**config.mk**
```make
export PLATFORM = sky130hd
export DESIGN_NAME = spi_dac_mc
export DESIGN_NICKNAME = d
export VERILOG_FILES = /design/src/rtl/spi_dac_mc.sv
export SDC_FILE = /design/constraint.sdc
export NUM_CORES = 1
export LEC_CHECK = 0
export ABC_CLOCK_PERIOD_IN_PS = 2550
export CORE_UTILIZATION = 55
export CTS_CLUSTER_SIZE = 20
export DETAILED_ROUTE_END_ITERATION = 12
export HOLD_SLACK_MARGIN = 0.02
export PLACE_DENSITY = 0.87
export REMOVE_ABC_BUFFERS = 1
export SLEW_MARGIN = 25
export SYNTH_ARGS = -nofsm -noshare
export SYNTH_HDL_FRONTEND = slang
export SYNTH_SLANG_ARGS = --single-unit
```
**constraint.sdc**
```tcl
create_clock -name clk -period 2.55 [get_ports clk]
set_input_delay 0.6375 -clock clk [delete_from_list [all_inputs] [get_ports clk]]
set_output_delay 0.6375 -clock clk [all_outputs]
set_load 0.1 [all_outputs]
```
**src/rtl/spi_dac_mc.sv**
```systemverilog
// spi_dac_mc: multi-channel SPI DAC driver.
// One MOSI line per channel, shared CS_n/SCK. Each channel word is
// {zero pad, command, data}, sent MSB first. Each channel is double-buffered:
// a staged register written by upd_i and a frame shadow loaded on accept.
module spi_dac_mc #(
  parameter int N_CH      = 2,
  parameter int DATA_W    = 12,
  parameter int CMD_W     = 2,
  parameter int FRAME_W   = 16,
  parameter int SCK_DIV   = 10,
  parameter int QUIET_CYC = 4,
  // A zero-width command field still needs a 1-bit port slice per channel.
  localparam int CMD_PW   = (CMD_W > 0) ? CMD_W : 1
) (
  input  logic                   clk,
  input  logic                   rst_ni,
  input  logic                   en_i,
  input  logic                   start_i,
  input  logic [N_CH*DATA_W-1:0] data_i,
  input  logic [N_CH*CMD_PW-1:0] cmd_i,
  input  logic [N_CH-1:0]        upd_i,
  output logic                   busy_o,
  output logic                   done_o,
  output logic                   spi_cs_no,
  output logic                   spi_sck_o,
  output logic [N_CH-1:0]        spi_mosi_o
);

  localparam int PAD_W   = FRAME_W - CMD_W - DATA_W;
  // One counter times both SCK half-periods and the quiet gap.
  localparam int CNT_MAX = (SCK_DIV > QUIET_CYC) ? SCK_DIV : QUIET_CYC;
  localparam int CNT_W   = $clog2(CNT_MAX + 1);
  localparam int BIT_W   = (FRAME_W > 1) ? $clog2(FRAME_W) : 1;

  if (PAD_W < 0) begin : g_chk_pad
    $error("spi_dac_mc: FRAME_W smaller than CMD_W + DATA_W");
  end
  if (SCK_DIV < 1) begin : g_chk_div
    $error("spi_dac_mc: SCK_DIV must be >= 1");
  end
  if (QUIET_CYC < 1) begin : g_chk_quiet
    $error("spi_dac_mc: QUIET_CYC must be >= 1");
  end

  typedef enum logic [2:0] {
    S_IDLE  = 3'd0,
    S_SETUP = 3'd1,
    S_PRE   = 3'd2,
    S_SH    = 3'd3,
    S_SL    = 3'd4,
    S_QUIET = 3'd5
  } state_e;

  state_e                       state_q, state_d;
  logic [CNT_W-1:0]             cnt_q, cnt_d;
  logic [BIT_W-1:0]             bit_q, bit_d;
  logic [N_CH-1:0][FRAME_W-1:0] shadow_q, shadow_d;
  logic [N_CH-1:0][DATA_W-1:0]  data_stg_q, data_stg_d;
  logic [N_CH-1:0][CMD_PW-1:0]  cmd_stg_q, cmd_stg_d;
  logic                         sck_q, sck_d;
  logic                         cs_q, cs_d;
  logic                         busy_q, busy_d;
  logic                         done_q, done_d;
  logic                         half_tc_s, quiet_tc_s;

  // Build the frame word {pad, cmd, data}; with no command field only data remains.
  function automatic logic [FRAME_W-1:0] frame_word(input logic [CMD_PW-1:0] cmd,
                                                    input logic [DATA_W-1:0] data);
    logic [FRAME_W-1:0] w;
    w = {FRAME_W{1'b0}};
    w[DATA_W-1:0] = data;
    w = (CMD_W > 0) ? (w | (FRAME_W'(cmd) << DATA_W)) : w;
    return w;
  endfunction

  // Staged registers follow upd_i in every state; the frame uses the shadow copy.
  always_comb begin
    data_stg_d = data_stg_q;
    cmd_stg_d  = cmd_stg_q;
    for (int k = 0; k < N_CH; k++) begin
      if (upd_i[k]) begin
        data_stg_d[k] = data_i[k*DATA_W +: DATA_W];
        cmd_stg_d[k]  = (CMD_W > 0) ? cmd_i[k*CMD_PW +: CMD_PW] : {CMD_PW{1'b0}};
      end else begin
        data_stg_d[k] = data_stg_q[k];
        cmd_stg_d[k]  = cmd_stg_q[k];
      end
    end
  end

  // Frame sequencer: next state, counters, shadow shifting and pin levels.
  always_comb begin
    state_d    = state_q;
    cnt_d      = (cnt_q == CNT_W'(CNT_MAX)) ? cnt_q : cnt_q + CNT_W'(1);
    bit_d      = bit_q;
    shadow_d   = shadow_q;
    sck_d      = sck_q;
    cs_d       = cs_q;
    busy_d     = busy_q;
    done_d     = 1'b0;
    half_tc_s  = (cnt_q == CNT_W'(SCK_DIV - 1));
    quiet_tc_s = (cnt_q == CNT_W'(QUIET_CYC - 1));
    case (state_q)
      S_IDLE: begin
        if (start_i || en_i) begin
          // Shadow takes the staged value from before this edge.
          for (int k = 0; k < N_CH; k++) begin
            shadow_d[k] = frame_word(cmd_stg_q[k], data_stg_q[k]);
          end
          busy_d  = 1'b1;
          sck_d   = 1'b1;
          cs_d    = 1'b1;
          cnt_d   = {CNT_W{1'b0}};
          state_d = S_SETUP;
        end else begin
          busy_d = 1'b0;
        end
      end
      S_SETUP: begin
        if (half_tc_s) begin
          sck_d   = 1'b0;
          cnt_d   = {CNT_W{1'b0}};
          state_d = S_PRE;
        end else begin
          state_d = S_SETUP;
        end
      end
      S_PRE: begin
        if (half_tc_s) begin
          cs_d    = 1'b0;
          sck_d   = 1'b1;
          bit_d   = {BIT_W{1'b0}};
          cnt_d   = {CNT_W{1'b0}};
          state_d = S_SH;
        end else begin
          state_d = S_PRE;
        end
      end
      S_SH: begin
        if (half_tc_s) begin
          sck_d   = 1'b0;
          cnt_d   = {CNT_W{1'b0}};
          state_d = S_SL;
        end else begin
          state_d = S_SH;
        end
      end
      S_SL: begin
        if (half_tc_s) begin
          cnt_d = {CNT_W{1'b0}};
          if (bit_q == BIT_W'(FRAME_W - 1)) begin
            cs_d    = 1'b1;
            state_d = S_QUIET;
          end else begin
            // MOSI moves only together with an SCK rising edge.
            sck_d = 1'b1;
            bit_d = bit_q + BIT_W'(1);
            for (int k = 0; k < N_CH; k++) begin
              shadow_d[k] = {shadow_q[k][FRAME_W-2:0], 1'b0};
            end
            state_d = S_SH;
          end
        end else begin
          state_d = S_SL;
        end
      end
      S_QUIET: begin
        if (quiet_tc_s) begin
          // busy stays high through the done cycle; IDLE clears it unless re-accepting.
          done_d  = 1'b1;
          cnt_d   = {CNT_W{1'b0}};
          state_d = S_IDLE;
        end else begin
          state_d = S_QUIET;
        end
      end
      default: begin
        state_d = S_IDLE;
        sck_d   = 1'b0;
        cs_d    = 1'b1;
        busy_d  = 1'b0;
      end
    endcase
  end

  // State and output registers with asynchronous active-low reset.
  always_ff @(posedge clk or negedge rst_ni) begin
    if (!rst_ni) begin
      state_q    <= S_IDLE;
      cnt_q      <= {CNT_W{1'b0}};
      bit_q      <= {BIT_W{1'b0}};
      shadow_q   <= {(N_CH*FRAME_W){1'b0}};
      data_stg_q <= {(N_CH*DATA_W){1'b0}};
      cmd_stg_q  <= {(N_CH*CMD_PW){1'b0}};
      sck_q      <= 1'b0;
      cs_q       <= 1'b1;
      busy_q     <= 1'b0;
      done_q     <= 1'b0;
    end else begin
      state_q    <= state_d;
      cnt_q      <= cnt_d;
      bit_q      <= bit_d;
      shadow_q   <= shadow_d;
      data_stg_q <= data_stg_d;
      cmd_stg_q  <= cmd_stg_d;
      sck_q      <= sck_d;
      cs_q       <= cs_d;
      busy_q     <= busy_d;
      done_q     <= done_d;
    end
  end

  // Each MOSI pin is the MSB of its channel shadow register.
  always_comb begin
    for (int k = 0; k < N_CH; k++) begin
      spi_mosi_o[k] = shadow_q[k][FRAME_W-1];
    end
  end

  assign spi_sck_o = sck_q;
  assign spi_cs_no = cs_q;
  assign busy_o    = busy_q;
  assign done_o    = done_q;

endmodule

```
### After elaboration in Yosys (flattened, before gate mapping)

Cells that the tools add are included.

| operators by class | value |
|---|---|
| bitwise logic cells | 4 |
| reduce and logical (&&, ||, !) cells | 12 |
| multiplexer cells | 34 |
| equal/unequal tests | 15 |
| shift operators | 0 |
| $add $sub $neg | 2 |
| order comparisons | 0 |
| multipliers | 0 |
| div/mod/pow operators | 0 |

Operators with widths:

| cell | number |
|---|---|
| $mux 32 | 3 |
| $pmux 32 s2 | 1 |
| $mux 4 | 7 |
| $or 12x14->14 | 2 |
| $pmux 3 s6 | 1 |
| $mux 3 | 5 |
| $eq 4x4->1 const B | 3 |
| $pmux 4 s3 | 1 |
| $mux 1 | 11 |
| $ne 2x2->1 const B | 5 |
| $add 4x1->4 const B | 2 |
| $pmux 4 s2 | 1 |
| $reduce_and 4->1 | 2 |
| $eq 3x2->1 const B | 2 |
| $eq 3x3->1 const B | 2 |
| $reduce_and 6->1 | 1 |
| $pmux 1 s5 | 1 |
| $reduce_and 5->1 | 1 |
| $reduce_or 5->1 | 1 |
| $eq 4x2->1 const B | 1 |
| $pmux 1 s4 | 1 |
| $reduce_bool 2->1 | 2 |
| $reduce_or 4->1 | 1 |
| $eq 3x1->1 const B | 1 |
| other kinds (8) | 9 |

| storage, ports and cells | value |
|---|---|
| memories | 0 |
| input bits | 34 |
| bits in registers | 75 |
| latch bits | 0 |
| word-level logic and storage cells | 80 |
| bits in read-only memories | 0 |
| bits in writable memories | 0 |
| output and inout port bits | 6 |

### Logic depth before layout (Yosys ltp)

| depth | value |
|---|---|
| depth after elaboration | 4 |
| mapped depth | 7 |
| mapped depth without buffers | 6 |

### Worst setup path before layout

Ideal clock, no wire load.

| timing | value |
|---|---|
| path kind | register to register |
| from | reg cnt_q[0] |
| to | reg shadow_q[10] in the netlist's numbering |
| data required time | 2.425 ns |
| library setup time | 0.125 ns |
| slack | 0.994 ns |
| cell stages (with the launch flop) | 7 |
| buffers on the path | 1 |
| arrival | 1.431 ns |
| clock period less this slack | 1.556 ns |
| cell sequence | dfrtp_1 ha_1 and3b_4 a31oi_4 nand2b_4 buf_6 o21ai_1 |

| on the way | value |
|---|---|
| longest elaborated chain between the ends | 3 |

RTL lines:

| element | RTL line | text |
|---|---|---|
| start, declared | 55 | `logic [CNT_W-1:0] cnt_q, cnt_d;` |
| start signal, assigned | 190 | `cnt_q <= {CNT_W{1'b0}};` |
| start signal, assigned | 201 | `cnt_q <= cnt_d;` |
| $eq 4x4->1 | 101 | `half_tc_s = (cnt_q == CNT_W'(SCK_DIV - 1));` |
| $ne 2x2->1 (no line) | -- |  |
| $reduce_and 4->1 (no line) | -- |  |
| end signal, assigned | 192 | `shadow_q <= {(N_CH*FRAME_W){1'b0}};` |
| end signal, assigned | 203 | `shadow_q <= shadow_d;` |
| end, declared | 57 | `logic [N_CH-1:0][FRAME_W-1:0] shadow_q, shadow_d;` |

Every way passes these cells.
A chain may end at the register's enable or synchronous reset.

### Worst setup path after layout

| timing | value |
|---|---|
| from | reg cs_q (netlist: spi_cs_no) |
| to | out spi_cs_no |

RTL lines:

| element | RTL line | text |
|---|---|---|
| start, declared | 61 | `logic cs_q, cs_d;` |
| start signal, assigned | 207 | `cs_q <= cs_d;` |
| end, declared | 24 | `output logic spi_cs_no,` |

No word-level cell between the ends.

==> qor.yml <==
clock_tree:
  cts_buffers: 9
  tritoncts: "yes"
  h-tree-depth: 3
  cts_root_buffer: "clkbuf_8"
  ctsHoldBuffers: 0
  numClockSinks: 75
  insertion_delay_ns: 0.36
  clockBufferDepth: 2
  clk_pin_slew_worst_paths_ns: 0.07
  postCtsSetupRepairBufs: 0
  cts_resized: 0
drt:
  drc_errors: 0
  vias: 2549
  routed_via_density: 6.05
  detail-route-antenna-nets: 0
  drt_iter0_drc: 226
  wirelength_um: 6920
  wl_per_cell_um: 16.4
  drt_first_pass_iters: 5
critical_path:
  reg2reg_slack_ns: 0.77
  arrival_ns: 1.19
  start_kind: "flip-flop"
  r2r-start: "state_q[0]"
  cp_top_family: "flip-flops"
  crit_end: "spi_cs_no"
  crit_start: "spi_cs_no"
  r2r-end: "bit_q[3]"
  cp.depth: 1
  slowest_delay_ns: 0.55
  reg2regPathDepth: 5
  endpoint_kind: "output pin"
  cp.buffers_inverters: 1
  path_cells: "buf_4"
  crit_slowest_cell: "dfstp_2"
  critPathRequiredTime_ns: 1.91
  worstPathMaxFanout: 3
  crit_type: "reg2out"
worst_hold_path:
  hp-class: "in2async"
floorplanning:
  core_um2: 6060
  die_x_um: 82.2
  dieArea_um2: 6760
  initial_core_util_pct: 58.4
  die_h_um: 82.2
  io_pins: 40
  num_rows: 28
sta:
  clock_skew_ns: 0.00558
  setup_tns_ns: 0
  rsz0062_at_grt: "no"
  whs_ns: 0.309
  slew_viol_final: 0
  min_period_ns: 1.83
  timing.fmax_mhz: 546
  slew_headroom_pct: 59.4
  tightest_slew_ns: 0.608
  hold_viol_final: 0
  setup_violations: 0
  fin_crit_sh_pct: 71.9
logic_synthesis:
  synth-edff-count: 0
  ys_seq_elements: 75
  ys_types: 53
  async_reset_ff_share_pct: 100
  yosysSeqAreaShare_pct: 53.1
  syn_area_per_cell_um2: 11.6
  synthFlopType: "dfrtp_1"
  syn_area_um2: 3540
  synthCells: 304
  yosysWarnings: 0
outcome:
  outcome: "complete, no violations"
pwr:
  cellPowerDensity_nw_per_um2: 925
  total_leakage_power_uw: 0.00169
  total_power_uw: 3810
  ir_worst_vdd_mv: 0.638
placed_design:
  place.detailed.hpwl_um: 4560
  portBuffers: 39
  place_congestion: 0.823
  placed_cell_area_um2: 3960
cells_and_area:
  area_growth_pct: 16.5
  num-fill-cells: 460
  design_area_um2: 4120
  mostFrequentLayoutCell: "dfrtp_1"
  layout_common_cells: "dfrtp_1 (74), o21ai_0 (36), clkdlybuf4s50_1 (32)"
  antenna_cells: 0
  nets: 380
  layout-drive-gt1-share_pct: 19.7
grt:
  overflow: 0
  grt_use_total_pct: 24.3
  grt_max_degree: 76
  grt_pass1_wl_um: 12000
  antenna_found_initial: 0
  grt_pass1_vias: 2429
job:
  max_cap_viol_count: 0
cell usage after synthesis (3+ instances only):
library cell / count / area (um^2)
mux2i_1: 26 / 260
buf_2: 5 / 25.0
nand3_1: 5 / 25.0
inv_1: 4 / 15.0
nand2_1: 13 / 48.8
a22oi_1: 6 / 45.0
o21ai_0: 36 / 180
clkbuf_1: 7 / 26.3
buf_4: 4 / 30.0
buf_6: 3 / 33.8
ha_1: 4 / 50.1
mux2_2: 28 / 315
dfrtp_1: 74 / 1850
a21oi_1: 8 / 40.0
o21ai_1: 24 / 120
nor2_1: 10 / 37.5
through the flow:
step | setup WS, ns | utilization [%] | cells
after floorplan | -0.376 | - | 284
after global placement | 0.471 | 65.4 | 406
after detailed placement | 0.423 | 65.4 | 406
after CTS | 0.712 | 68.0 | 421
after global routing | 0.632 | 68.0 | 421
final | 0.718 | 68.0 | 421
sequential cells by signal, summed over array words and instances, names as in the netlist:
name / count
state_q: 3
spi_cs_no: 1
spi_sck_o: 1
data_stg_q: 24
done_o: 1
bit_q: 4
cmd_stg_q: 4
spi_mosi_o: 2
shadow_q: 30
busy_o: 1
cnt_q: 4
layer usage:
| metal | part of all wire [%] | global-route usage, % | vias to the layer above |
|---|---|---|---|
| met5 | 0 | 0 | - |
| met4 | 2.1 | 10.0 | 0 |
| met3 | 6.0 | 6.48 | 11 |
| met2 | 48 | 37.0 | 96 |
| met1 | 44 | 32.9 | 1251 |
| li1 | - | - | 1191 |
worst min-delay path by stage:
stage / slack, ns / to / from / depth (start not counted)
floorplan: 0.34 / bit_q[0] / rst_ni / 0
global placement: 0.49 / shadow_q[6] / shadow_q[6] / 2
detailed placement: 0.50 / data_stg_q[10] / data_stg_q[10] / 1
CTS: 0.32 / cmd_stg_q[0] / rst_ni / 2
global route: 0.33 / shadow_q[13] / rst_ni / 2
finish: 0.31 / shadow_q[12] / rst_ni / 2
final cells by class:
cell class | count | area (um^2) | share of cell area [%]
Tap cell | 75 | 93.8 | 2.28
Multi-Input combinational cell | 205 | 1530 | 37.2
Clock buffer | 12 | 145 | 3.52
Inverter | 4 | 15.0 | 0.364
Timing Repair Buffer | 47 | 443 | 10.7
Sequential cell | 75 | 1880 | 45.6
Clock inverter | 3 | 15.0 | 0.364
cell families after synthesis:
logic type	share of synthesized area, %
AO/OA/AOI/OAI	16.5
flip-flops	53.1
multiplexers	16.3
AND/OR/NAND/NOR	7.96
buffers and inverters	3.78
XOR/XNOR	0.991
adder cells (fa/ha/maj)	1.41
power breakdown:
| part | total, uW | switching, uW | internal [uW] |
|---|---|---|---|
| Sequential | 1800 | 265 | 1530 |
| Combinational | 1230 | 747 | 483 |
| Clock | 785 | 415 | 370 |
(Power assumes the default switching activity.)
